`src/rtl/hilo_muldiv_ctrl.sv`:
```
// HI/LO unit for a 32-bit MIPS-style pipeline: single-cycle MUL, 32-step
// restoring divide, MTHI/MTLO writes, with stall/busy/done handshake to the pipe.
module hilo_muldiv_ctrl (
  input  logic        clk,
  input  logic        resetn,
  input  logic        op_valid,
  input  logic [2:0]  op,
  input  logic [31:0] a,
  input  logic [31:0] b,
  input  logic        flush,
  output logic        stall,
  output logic        busy,
  output logic        done,
  output logic [31:0] hi,
  output logic [31:0] lo
);

  typedef enum logic [1:0] {S_IDLE, S_MUL, S_DIV} state_e;

  state_e      state_q, state_d;
  logic [4:0]  cnt_q, cnt_d;
  logic [31:0] opa_q, opa_d;
  logic [31:0] opb_q, opb_d;
  logic [31:0] rem_q, rem_d;
  logic [31:0] hi_q, hi_d;
  logic [31:0] lo_q, lo_d;
  logic        sgn_q, sgn_d;
  logic        qneg_q, qneg_d;
  logic        rneg_q, rneg_d;

  function automatic logic [31:0] cond_neg(input logic [31:0] v, input logic neg);
    return neg ? (~v + 32'd1) : v;
  endfunction

  logic        is_idle, is_mul, is_div;
  logic        accept, mt_wr;
  logic signed [63:0] mul_a, mul_b, prod;
  logic [32:0] shifted;
  logic        ge;
  logic [31:0] sub, rem_nxt, quot_nxt;

  assign is_idle = (state_q == S_IDLE);
  assign is_mul  = (state_q == S_MUL);
  assign is_div  = (state_q == S_DIV);

  // DIV/DIVU by zero is never accepted, so it can neither stall nor touch HI/LO.
  assign accept = is_idle & op_valid & ~flush & ~op[2] & ~(op[1] & (b == 32'd0));
  assign mt_wr  = is_idle & op_valid & ~flush & (op[2:1] == 2'b10);

  // Extending to 64 bits makes the truncated product correct for both signednesses.
  assign mul_a = {{32{sgn_q & opa_q[31]}}, opa_q};
  assign mul_b = {{32{sgn_q & opb_q[31]}}, opb_q};
  assign prod  = mul_a * mul_b;

  // One restoring step: opa_q shifts dividend bits out and quotient bits in.
  assign shifted  = {rem_q, opa_q[31]};
  assign ge       = (shifted >= {1'b0, opb_q});
  assign sub      = shifted[31:0] - opb_q;
  assign rem_nxt  = ge ? sub : shifted[31:0];
  assign quot_nxt = {opa_q[30:0], ge};

  assign done  = ~flush & (is_mul | (is_div & (cnt_q == 5'd31)));
  assign stall = (is_idle & accept) | ((is_mul | is_div) & ~done & ~flush);
  assign busy  = ~is_idle;
  assign hi    = hi_q;
  assign lo    = lo_q;

  always_comb begin
    state_d = state_q;
    cnt_d   = cnt_q;
    opa_d   = opa_q;
    opb_d   = opb_q;
    rem_d   = rem_q;
    hi_d    = hi_q;
    lo_d    = lo_q;
    sgn_d   = sgn_q;
    qneg_d  = qneg_q;
    rneg_d  = rneg_q;
    case (state_q)
      S_IDLE: begin
        if (accept && !op[1]) begin
          opa_d   = a;
          opb_d   = b;
          sgn_d   = ~op[0];
          state_d = S_MUL;
        end else if (accept) begin
          opa_d   = cond_neg(a, ~op[0] & a[31]);
          opb_d   = cond_neg(b, ~op[0] & b[31]);
          qneg_d  = ~op[0] & (a[31] ^ b[31]);
          rneg_d  = ~op[0] & a[31];
          rem_d   = 32'd0;
          cnt_d   = 5'd0;
          state_d = S_DIV;
        end
        if (mt_wr && op[0]) lo_d = a;
        if (mt_wr && !op[0]) hi_d = a;
      end
      S_MUL: begin
        state_d = S_IDLE;
        if (!flush) begin
          hi_d = prod[63:32];
          lo_d = prod[31:0];
        end
      end
      S_DIV: begin
        if (flush) begin
          state_d = S_IDLE;
        end else begin
          opa_d = quot_nxt;
          rem_d = rem_nxt;
          cnt_d = cnt_q + 5'd1;
          if (cnt_q == 5'd31) begin
            lo_d    = cond_neg(quot_nxt, qneg_q);
            hi_d    = cond_neg(rem_nxt, rneg_q);
            state_d = S_IDLE;
          end
        end
      end
      default: state_d = S_IDLE;
    endcase
  end

  always_ff @(posedge clk or negedge resetn) begin
    if (!resetn) begin
      state_q <= S_IDLE;
      cnt_q   <= 5'd0;
      opa_q   <= 32'd0;
      opb_q   <= 32'd0;
      rem_q   <= 32'd0;
      hi_q    <= 32'd0;
      lo_q    <= 32'd0;
      sgn_q   <= 1'b0;
      qneg_q  <= 1'b0;
      rneg_q  <= 1'b0;
    end else begin
      state_q <= state_d;
      cnt_q   <= cnt_d;
      opa_q   <= opa_d;
      opb_q   <= opb_d;
      rem_q   <= rem_d;
      hi_q    <= hi_d;
      lo_q    <= lo_d;
      sgn_q   <= sgn_d;
      qneg_q  <= qneg_d;
      rneg_q  <= rneg_d;
    end
  end

endmodule

```
`config.mk`:
```
export PLATFORM = sky130hd
export DESIGN_NAME = hilo_muldiv_ctrl
export DESIGN_NICKNAME = d
export VERILOG_FILES = /design/src/rtl/hilo_muldiv_ctrl.sv
export SDC_FILE = /design/constraint.sdc
export NUM_CORES = 2
export LEC_CHECK = 0
export CAP_MARGIN = 15
export CORE_ASPECT_RATIO = 1.4
export CORE_MARGIN = 3
export CORE_UTILIZATION = 45
export DETAILED_ROUTE_END_ITERATION = 12
export PLACE_DENSITY = 0.73
export SYNTH_ARGS = -nofsm -noshare
export SYNTH_HDL_FRONTEND = slang
export SYNTH_SLANG_ARGS = --single-unit
```
`constraint.sdc`:
```
create_clock -name clk -period 24.6 [get_ports clk]
set_input_delay 2.46 -clock clk [delete_from_list [all_inputs] [get_ports clk]]
set_output_delay 2.46 -clock clk [all_outputs]
set_load 0.005 [all_outputs]
```
# After elaboration in Yosys (flattened, before gate mapping)
# Cells that the tools add are included.
# classes
add_sub_neg,6
n_mul,1
n_lt_le_gt_ge,1
n_eq_ne,13
mux,34
n_bitwise,31
n_reduce_logical,18
# ops
op,n
2-to-1 mux 32 bit,21
case mux 32 bit (3 select lines),2
"adder 32 x 1 -> 32 bit, second input constant",4
inverter 32 bit,4
case mux 32 bit (2 select lines),2
multiplier 33 x 33 -> 64 bit,1
greater-or-equal comparator 33 x 32 -> 1 bit,1
logical NOT 32 bit,1
subtractor 32 bit,1
AND 1 bit,16
2-to-1 mux 5 bit,3
case mux 5 bit (2 select lines),1
AND reduction 5 bit,2
2-to-1 mux 2 bit,4
"inequality test 2 x 1 -> 1 bit, second input constant",4
inverter 1 bit,7
"inequality test 2 bit, second input constant",3
AND reduction 2 bit,3
AND reduction 3 bit,2
"adder 5 x 1 -> 5 bit, second input constant",1
"== test 5 bit, second input constant",1
"== test 2 bit, second input constant",2
case mux 2 bit (2 select lines),1
AND reduction 4 bit,1
other kinds (10),16
# totals
ff_bits,170
input_bits,71
output_inout_bits,67
wordCells,114

# Logic depth before layout (Yosys ltp)
# logic_depth
word_depth,8
depth_mapped,32
depth_no_buf,29

# Least setup slack after synthesis
# OpenSTA, ideal clock, no wires.
# synth_path
kind,register to register
startpoint,reg opa_q[31]
endpoint,reg hi_q[31] (netlist: hi[31])
setup_ns,0.130
t_arrival_ns,8.041
t_required_ns,24.470
setup_slack_ns,16.430
stages_incl_launch_ff,31
n_path_buf,2
synth_period_minus_slack_ns,8.170
cell_sequence,dfrtp_1 and2_1 clkbuf_1 nand2_1 inv_1 fa_1 inv_1 fa_1 inv_1 fa_1 fa_1 inv_1 fa_1 inv_1 fa_1 inv_1 fa_1 fa_1 inv_1 ha_1 clkbuf_1 nand4_1 nor4_1 nand4bb_1 o22ai_1 a211o_1 a41oi_1 o2111ai_1 o31ai_1 a211oi_1 a31oi_1
# synth_between
elab_chain_cells,8
elab_cells_between_ends,12
cone_classes,add/sub (2); mul (1); order compare (1); mux (6); bitwise (2)
# synth_lines
item,line,rtl
from (decl),22,"logic [31:0] opa_q, opa_d;"
from (signal assigned),138,opa_q <= opa_d;
subtractor 32 bit / greater-or-equal comparator 33 x 32 -> 1 bit (equally long branches),"58, 57",
2-to-1 mux 32 bit,59,assign rem_nxt = ge ? sub : shifted[31:0];
inverter 32 bit,32,return neg ? (~v + 32'd1) : v;
adder 32 x 1 -> 32 bit,32,
2-to-1 mux 32 bit,32,
2-to-1 mux 32 bit,112,if (cnt_q == 5'd31) begin
2-to-1 mux 32 bit,106,if (flush) begin
case mux 32 bit (3 select lines) (*),79,case (state_q)
to (signal assigned),141,hi_q <= hi_d;
to (decl),25,"logic [31:0] hi_q, hi_d;"
# Every way passes the cells marked *; elsewhere a longest branch is shown, timed or not. The select of a mux whose other input is x is not followed.
# A chain may end at the register's enable or synchronous reset.

# Worst setup path after layout
# layout_path
startpoint,reg sgn_q
endpoint,reg hi_q[31] (netlist: hi[31])
# layout_between
elab_chain_cells,4
elab_cells_between_ends,5
cone_classes,mul (1); mux (2); bitwise (2)
# layout_lines
item,line,rtl
from (decl),27,"logic sgn_q, sgn_d;"
from (signal assigned),143,sgn_q <= sgn_d;
AND 1 bit (on tied branches),"51, 52",
multiplier 33 x 33 -> 64 bit (*),53,assign prod = mul_a * mul_b;
2-to-1 mux 32 bit (*),100,if (!flush) begin
case mux 32 bit (3 select lines) (*),79,
# Marks and branches as above.

==> metrics.yaml <==
run_status:
  outcome: "finished clean"
yosys:
  yosysTopAreaCell: "fa_1"
  synth_cells: 5908
  postSynthAreaPerCell_um2: 8.65
  synth_compound_area_frac: 0.0957
  synth-edff-count: 0
  yosys-top-cells-area: "fa_1, inv_1, dfrtp_1, nand2_1, ha_1"
  synth_top_area_frac: 0.441
  yosysSeqAreaShare: 0.0833
  ys_ff_latch: 170
  synthAdderAreaFrac: 0.504
  synth_flop_cell: "dfrtp_1"
  yosys.area_share.simple: 0.164
  ys_warn_count: 0
  synthMuxAreaShare: 0.00519
  synth_top_family_by_area: "adder cells"
  yosys.cell_types.count: 98
  synth_xor_area_frac: 0.0324
  yosysMostFrequentCell: "inv_1"
  synthesis.nets: 7360
  synth-async-reset-ratio: 1.00
  synth_common_cells: "inv_1, fa_1, nand2_1"
  syn_area_mm2: 0.0511
worst_setup_path:
  reg2reg_depth: 29
  startpoint_type: "flip-flop"
  critical-path-top-delay-family: "adder cells"
  worstPathRequired_ns: 24.98
  r2r_slack_ns: 14.90
  r2r-start: "sgn_q"
  crit_type: "flip-flop to flip-flop"
  cp-end-kind: "flip-flop"
  crit_path_max_incr_delay_ns: 0.84
  timing.rr.end: "hi[31]"
  cp_max_fo: 23
  critical_path_buf_inv_count: 8
  cp.arrival_ns: 10.08
  cp_slowest_cell: "fa_1"
  critical_path.most_common_cell: "fa_1"
clocking:
  ctsHoldBuffers: 0
  cts-root-buf: "clkbuf_16"
  post_cts_resize_count: 0
  path_clk_slew_ns: 0.09
  numCtsBuffers: 17
  cts.sinks: 170
  clk_path_buf_depth: 2
  clk_latency_ns: 0.50
  cts_tree: "yes"
  cts_setup_buffers: 0
  h-tree-depth: 4
die:
  core_area_mm2: 0.112
  die_h_um: 405
  dieArea_mm2: 0.118
  ios: 138
  rows: 145
  initial_utilization: 0.456
  dieWidth_um: 291
min_path:
  holdCritPathClass: "flip-flop to flip-flop"
  hold_start: "hi[10]"
  hold_end: "hi[10]"
  hold_depth: 2
grt:
  grt_max_degree: 110
  grt_usage: 0.280
  grt_pass1_wl_um: 254000
  grt_pass1_vias: 44700
  grt_overflow: 0
  antenna_found_initial: 9
sta:
  worstMarginPinSlew_ns: 1.16
  max_freq_mhz: 103
  rsz0062_at_grt: "false"
  min_period_ns: 9.70
  maxSlewViolCount: 0
  slew_headroom: 0.226
  post-route-period-util: 0.394
  setup_violations: 0
  holdWs_ns: 0.480
  fin_worst_skew_ns: 0.0214
  hold_viol: 0
  fin_setup_tns_ns: 0
drt:
  antenna_left: 0
  drtIter0Drc: 2957
  firstDrtPassIters: 7
  routedWlPerCell_um: 22.1
  viasPerCell: 5.69
  drc: 0
  via_count: 41300
  routed_wl_um: 161000
placement:
  dp_hpwl_um: 132000
  gp_congestion: 1.01
  place_inst: 7224
  portBuffers: 137
layout:
  multi_input_area_mm2: 0.0410
  nNetsFinal: 7225
  fillCellCount: 10600
  finalNonFillerCells: 7265
  regArea_mm2: 0.00426
  drive_gt1_frac: 0.0308
  syn2layout_area_growth_pct: 6.09
flow_run:
  maxCapViolCount: 0
-- final cells by class --
| class | instances | area share |
|---|---|---|
| clock inverter | 15 | 0.00404 |
| sequential | 170 | 0.0785 |
| multi-input combinational | 4172 | 0.756 |
| inverter | 1193 | 0.0826 |
| antenna | 9 | 0.000415 |
| timing repair buffer | 219 | 0.0368 |
| tap | 1470 | 0.0339 |
| clock buffer | 17 | 0.00785 |
-- worst register-to-register path, delay by kind of cell, from the launching register on --
kind	cells	cell delay [ns]
fa+ha+maj	9	4.74
flops	1	0.33
buf+inv	8	1.36
compound gates	7	1.63
simple gates	5	1.54
-- per-layer routing --
layer,vias up,GRT usage,share of wire
li1,17700,-,-
met5,-,0,0.00011
met1,21100,0.308,0.34
met3,670,0.0456,0.066
met4,2,0.209,0.091
met2,1844,0.486,0.50
-- placed cells by master, fill, tap and decap left out, types with 9 or more instances in the layout --
master	count
inv_1	1191
fa_1	1126
nand2_1	988
and2_1	320
ha_1	253
nor2_1	245
a21oi_1	188
o21ai_0	176
dfrtp_1	167
clkdlybuf4s50_1	136
xnor2_1	112
o31ai_1	93
buf_4	81
xor2_1	77
nand3_1	58
a21o_1	42
a221oi_1	37
and3_1	36
nor3_1	33
nand4_1	22
or3_1	22
nor4_1	22
mux2i_1	22
o211ai_1	21
nand2b_1	19
a31oi_1	18
or2_2	17
clkbuf_16	17
a211oi_1	16
o21a_1	16
o41ai_1	13
nor2b_1	11
or4_1	11
diode_2	9
o31a_1	9
-- logic make-up (layout without fill, tap and decap cells) --
kind of cell | Yosys count | in the layout
other | 0 | 9
buffers and inverters | 1566 | 1444
adder cells (fa/ha/maj) | 1381 | 1381
AND/OR/NAND/NOR | 1837 | 1837
multiplexers | 26 | 26
AO/OA/AOI/OAI | 739 | 739
flip-flops | 170 | 170
XOR/XNOR | 189 | 189
-- sequential cells by signal, indices dropped and copies added (netlist names) --
signal   cells
lo          32
rem_q       32
qneg_q       1
opb_q       32
rneg_q       1
cnt_q        5
sgn_q        1
hi          32
opa_q       32
state_q      2
-- how the worst max path moves through the flow --
stage	cells after the start	slack (ns)	end	startpoint
after floorplan	30	16.43	hi[31]	opa_q[31]
after global placement	29	15.29	hi[31]	sgn_q
after detailed placement	29	15.06	hi[31]	sgn_q
after CTS	29	15.03	hi[31]	sgn_q
after global routing	29	14.26	hi[31]	sgn_q
final	29	14.90	hi[31]	sgn_q
-- per-stage QoR --
step            util  cell area, um2  setup slack [ns]
3_3_place_gp   0.477           53500             15.29
5_1_grt        0.483           54200             14.26
3_5_place_dp   0.478           53500             15.06
6_report       0.483           54200             14.90
2_1_floorplan      -           51100             16.43
4_1_cts        0.483           54200             15.03
Power is left out: the tool's default activity adds up to more than one toggle a clock period on the data nets, which glitch-free logic cannot reach.
